==> src/rtl/note_sequencer.sv <==
// Note playback sequencer: pulls note words from the song memory, decodes pitch and length, and
// holds each pitch for its timed duration with tempo, pause, stop and end-of-song handling.
module note_sequencer #(
  parameter int unsigned DATA_WIDTH   = 8,
  parameter int unsigned DEPTH_BIT    = 8,
  parameter int unsigned UNIT_TICKS   = 2_500_000,
  parameter int unsigned GAP_TICKS    = 250_000,
  parameter int unsigned READ_TIMEOUT = 16
) (
  input  logic                  clk,
  input  logic                  rst,
  input  logic                  start,
  input  logic                  stop,
  input  logic                  pause,
  input  logic [1:0]            tempo_sel,
  input  logic [DEPTH_BIT-1:0]  song_len,
  input  logic [DATA_WIDTH-1:0] mem_data,
  input  logic                  mem_ready,
  output logic                  mem_read_en,
  output logic                  mem_read_rst,
  output logic [4:0]            note_code,
  output logic                  note_valid,
  output logic [DEPTH_BIT-1:0]  note_idx,
  output logic                  playing,
  output logic                  done
);

  localparam int unsigned TickW = $clog2(UNIT_TICKS * 8 + 1);
  localparam int unsigned WaitW = $clog2(READ_TIMEOUT + 1);

  typedef enum logic [2:0] {StIdle, StRewind, StFetch, StWait, StPlay, StDone} state_e;

  state_e             state_q;
  logic [TickW-1:0]   rem_q;  // ticks left in the current note, this cycle included
  logic [WaitW-1:0]   wait_q;
  logic [4:0]         word_pitch;
  logic [3:0]         word_units;
  logic [TickW-1:0]   word_ticks;
  logic [DEPTH_BIT:0] idx_inc;

  always_comb begin
    word_pitch = mem_data[DATA_WIDTH-1 -: 5];
    word_units = (mem_data[2:0] == 3'd0) ? 4'd8 : {1'b0, mem_data[2:0]};
    word_ticks = TickW'(UNIT_TICKS >> tempo_sel) * TickW'(word_units);
    idx_inc    = {1'b0, note_idx} + (DEPTH_BIT + 1)'(1);
  end

  // Pause mutes in the same cycle; the counter freeze lands on the edge that samples it.
  assign note_valid = (state_q == StPlay) && (note_code != 5'd0) && !pause &&
                      (rem_q > TickW'(GAP_TICKS));
  assign playing    = (state_q != StIdle);

  always_ff @(posedge clk) begin
    if (rst) begin
      state_q      <= StIdle;
      rem_q        <= '0;
      wait_q       <= '0;
      note_code    <= '0;
      note_idx     <= '0;
      mem_read_en  <= 1'b0;
      mem_read_rst <= 1'b0;
      done         <= 1'b0;
    end else begin
      mem_read_en  <= 1'b0;
      mem_read_rst <= 1'b0;
      done         <= 1'b0;
      if (stop && state_q != StIdle) begin
        state_q   <= StIdle;
        note_code <= '0;
      end else begin
        unique case (state_q)
          StIdle: begin
            if (start && !stop) begin
              state_q      <= StRewind;
              mem_read_rst <= 1'b1;
            end
          end
          StRewind: begin
            note_idx    <= '0;
            state_q     <= StFetch;
            mem_read_en <= (song_len != '0);
          end
          StFetch: begin
            if (note_idx >= song_len) begin
              state_q   <= StDone;
              done      <= 1'b1;
              note_code <= '0;
            end else begin
              state_q <= StWait;
              wait_q  <= '0;
            end
          end
          StWait: begin
            if (mem_ready) begin
              if (mem_data == '0) begin
                state_q   <= StDone;
                done      <= 1'b1;
                note_code <= '0;
              end else begin
                note_code <= word_pitch;
                rem_q     <= word_ticks;
                state_q   <= StPlay;
              end
            end else if (wait_q == WaitW'(READ_TIMEOUT - 1)) begin
              state_q   <= StDone;
              done      <= 1'b1;
              note_code <= '0;
            end else begin
              wait_q <= wait_q + WaitW'(1);
            end
          end
          StPlay: begin
            if (!pause) begin
              if (rem_q <= TickW'(1)) begin
                state_q <= StFetch;
                // Request is issued on entry so it lines up with the FETCH cycle.
                if (note_idx < song_len) begin
                  note_idx    <= idx_inc[DEPTH_BIT-1:0];
                  mem_read_en <= (idx_inc < {1'b0, song_len});
                end
              end else begin
                rem_q <= rem_q - TickW'(1);
              end
            end
          end
          StDone: state_q <= StIdle;
          default: state_q <= StIdle;
        endcase
      end
    end
  end

endmodule

==> config.mk <==
export PLATFORM = sky130hd
export DESIGN_NAME = note_sequencer
export DESIGN_NICKNAME = d
export VERILOG_FILES = /design/src/rtl/note_sequencer.sv
export SDC_FILE = /design/constraint.sdc
export NUM_CORES = 1
export LEC_CHECK = 0
export CORE_MARGIN = 2
export CORE_UTILIZATION = 61
export DETAILED_ROUTE_END_ITERATION = 6
export HOLD_SLACK_MARGIN = 0.06
export MAX_ROUTING_LAYER = met4
export PLACE_DENSITY = 0.83
export REMOVE_ABC_BUFFERS = 1
export SYNTH_ARGS = -nofsm -noshare
export SYNTH_HDL_FRONTEND = slang
export SYNTH_SLANG_ARGS = --single-unit
==> constraint.sdc <==
create_clock -name clk -period 6.7 [get_ports clk]
set_input_delay 1.34 -clock clk [delete_from_list [all_inputs] [get_ports clk]]
set_output_delay 1.34 -clock clk [all_outputs]
set_load 0.01 [all_outputs]
==> metrics.log <==
[metrics] synthesized area: approximately 5600 um^2
[metrics] # IOs: 42
[metrics] most used cell along the critical path: sky130_fd_sc_hd__fa_1
[metrics] core region area: 8806 um^2
[metrics] count of cell types in the netlist: between 60 and 70
[metrics] cells resized by post-CTS repair: 0
[metrics] floorplan die area: 9972 um^2
[metrics] Post-CTS Hold Fix Bufs: 0
[metrics] final estimated routing congestion in global placement: about 1.0
[metrics] grt ovf: 0
[metrics] maxcap violations: 0
[metrics] P&R area growth vs syn: 10.71%
[metrics] final wirelength: about 15 mm
[metrics] floorplan die height: around 100 um
[metrics] cells along the critical path: clkdlybuf4s50_1 -> nor3_1 -> nand2_1 -> fa_1 -> fa_1 -> fa_1 -> nand2b_1 -> a21oi_1 -> o21ai_0 -> a2111oi_0 -> buf_4 -> nor3b_1 -> o31a_1 -> o31a_1
[metrics] clock tree from TritonCTS: built
[metrics] Post-layout nets: just under 900
[metrics] Max Freq: 0.1716 GHz
[metrics] drc violations: 0
[metrics] worst clock skew: between 15 and 20 ps
[metrics] Synth Instances: between 700 and 800
[metrics] 1st-pass router iterations: 5
[metrics] required time at the endpoint of the critical path: ~7000 ps
[metrics] Compound-Gate Fraction of Synth Area: roughly a quarter
[metrics] classification of the worst-slack hold path: reg2reg
[metrics] number of global-route vias before repair: between 5000 and 6000
[metrics] worst rel slew slack: between 40% and 50%
[metrics] combinational family with the most area after synthesis: simple AND/OR/NAND/NOR gates
[metrics] maximum ir drop on the vdd rail: between 0.09 and 0.1 mV
[metrics] number of antenna violations at the first check in global routing: 0
[metrics] I/O Buffers: 41
[metrics] GR Util All Layers: a little under a third
[metrics] flip-flop and latch count after synthesis: a little under 50
[metrics] share of synthesized cell area in full adder, half adder and majority cells: a little under a quarter
[metrics] post-CTS clock slew at the launch and capture registers of the worst setup and hold paths: between 100 and 150 ps
[metrics] arrival time at the worst endpoint: 6050 ps
[metrics] CTS sink cnt: 49
[metrics] type of the setup path with the least slack: in2reg
[metrics] Post-DRT Antenna Nets: 0
[metrics] clock latency reported for the late side of the worst-skew pair: ~320 ps
[metrics] time the worst path needs with I/O delays and setup: between 5000 and 6000 ps
[metrics] actual transition at the worst max-transition pin: ~840 ps
[metrics] count of vias placed by the detailed router: around 5500
[metrics] initial core utilization: between 60% and 70%
[metrics] Wirelength per Cell: ~17 um
[metrics] Synthesis Warnings: 0
[metrics] Largest stage delay, worst path: 560 ps
[metrics] FILL cells: ~760
[metrics] buffer cell driving the clock tree root: sky130_fd_sc_hd__clkbuf_8
[metrics] number of flops mapped to enable cells by yosys: 0
[metrics] CTS HTree Levels: 2
[metrics] number of pins exceeding their max-slew limit in the final report: 0
[metrics] xor and xnor area share after synthesis: under 10%
[metrics] most common cell in the synthesized netlist: sky130_fd_sc_hd__inv_1
[metrics] Die Width: about 100 um
[metrics] number of buffers inserted during clock tree synthesis: 5
[metrics] static leakage power: ~2.8 nW
[metrics] Final Cycle Share: 86.97%
[metrics] total power divided by cell area: ~130 nW/um^2
[metrics] outcome: finished clean
[metrics] Antenna diodes: 0
[metrics] slowest CP cell: sky130_fd_sc_hd__fa_1
[metrics] final setup vio count: 0
[metrics] nature of the critical path endpoint: flop
[metrics] commonest cells in the synthesized netlist: 83 x sky130_fd_sc_hd__inv_1, 65 x sky130_fd_sc_hd__nand2_1, 59 x sky130_fd_sc_hd__nor2_1, 54 x sky130_fd_sc_hd__ha_1
[metrics] sequential share of the synthesized area: approximately 18%
[metrics] Fin Setup TNS: 0 ps
[metrics] leading cell types by total area after synthesis: sky130_fd_sc_hd__dfxtp_1 18%, sky130_fd_sc_hd__ha_1 12%, sky130_fd_sc_hd__fa_1 11%
[metrics] crit path max fanout: 6
[metrics] pin count of the biggest net entering global routing: 38
[metrics] cell accounting for the most synthesized area: sky130_fd_sc_hd__dfxtp_1
[metrics] fraction of layout cells with a size suffix above 1: 4.830%
[metrics] fraction of synthesized cell area taken by the top area cell type: 17.50%
[metrics] initial DRC count: 434
[metrics] first-pass GRT wire length: between 20 and 25 mm
[metrics] Placed Instance Area: ~6000 um^2
[metrics] top flip-flop cell by instance count after synthesis: sky130_fd_sc_hd__dfxtp_1
[metrics] ys async rst share: 0%
[metrics] number of buffers inserted by post-CTS setup repair: 0
[metrics] Mapped Avg Cell Area: 7.637 um^2
[metrics] post-route standard cell area excluding fillers: approximately 6200 um^2
[metrics] number of placement rows: 34
[metrics] Detail Placement HPWL: 11.64 mm
[metrics] count of endpoints failing hold in the final timing report: 0
[metrics] Simple-Gate Fraction of Synth Area: about a quarter
[metrics] Vias per Instance: 6.261
[metrics] fraction of synthesized area in multiplexers: less than 1%
[metrics] CP Launch Type: input port
[metrics] RSZ-0062 raised after global routing: false
[metrics] Clock Tree Buf Depth: 2
==> flip-flops by register name, indices dropped and copies added (netlist names) <==
signal / count
state_q: 3
mem_read_en: 1
note_code: 5
wait_q: 5
mem_read_rst: 1
rem_q: 25
note_idx: 8
done: 1
==> cell usage in the layout (no fill, tap or decap), drive strengths merged, types with 15 or more instances in the layout <==
cell type / synthesis / final
inv: 83 / 85
nand2: 65 / 65
nor2: 59 / 59
ha: 54 / 54
o21ai: 51 / 51
dfxtp: 49 / 49
a21oi: 43 / 43
clkdlybuf4s50: 0 / 41
fa: 32 / 32
nor3: 26 / 26
nand3: 20 / 20
and2: 16 / 16
a21o: 16 / 16
nand2b: 15 / 15
nor4: 15 / 15
==> critical path, delay by kind of cell <==
kind	cells	cell delay, ps
AND/OR/NAND/NOR	4	1040
adder cells (fa/ha/maj)	3	1560
buffers and inverters	2	620
AO/OA/AOI/OAI	5	1480
==> cell type report <==
type / instances / area [um^2] / share of cell area, %
timing repair buffer: 49 / 470.5 / 7.581
tap: 108 / 135.1 / 2.177
sequential: 49 / 980.9 / 15.81
multi-input combinational: 577 / 4210 / 67.84
inverter: 83 / 311.5 / 5.020
clock inverter: 3 / 28.78 / 0.4637
clock buffer: 5 / 68.82 / 1.109
==> power by group <==
| part | switching [mW] | internal [mW] |
|---|---|---|
| combinational | 0.197 | 0.134 |
| sequential | 0.00188 | 0.292 |
| clock | 0.119 | 0.0784 |
| total | 0.318 | 0.505 |
==> per-layer routing <==
layer / vias up / GRT usage [%] / part of all wire (%)
met5: - / - / 0
met4: 0 / 8.957 / 1.5
met3: 24 / 3.900 / 6.3
met2: 181 / 47.51 / 45
met1: 2586 / 44.54 / 47
li1: 2681 / - / -
==> metrics by stage <==
step / total power, mW / instances / worst slack (ps) / utilization, % / hold WS [ps]
final: 0.8235 / 874 / 873.2 / 70.47 / 484.9
after global routing: 0.8810 / 874 / 585.2 / 70.47 / 521.8
after CTS: 0.8222 / 874 / 943.8 / 70.47 / 484.8
after detailed placement: 0.6275 / 866 / 599.3 / 69.37 / 469.4
after global placement: 0.6194 / 866 / 625.1 / 69.37 / 458.5
after floorplan: 0.5353 / 709 / 1424 / - / 442.3
==> logic make-up after synthesis <==
group,Yosys count
AO/OA/AOI/OAI,199
adder cells (fa/ha/maj),86
flip-flops,49
buffers and inverters,108
AND/OR/NAND/NOR,277
multiplexers,2
XOR/XNOR,13
==> path summary, 6_finish.rpt <==
path / from / endpoint / slack, ps / depth (start not counted)
setup / recovery: mem_data[1] / rem_q[22] / 870 / 14
hold / removal: rem_q[11] / rem_q[11] / 480 / 2
setup reg to reg: rem_q[9] / rem_q[23] / 3910 / 7
hold reg to reg: rem_q[11] / rem_q[11] / 480 / 2
Note: power is estimated with default switching activity, not from simulation.
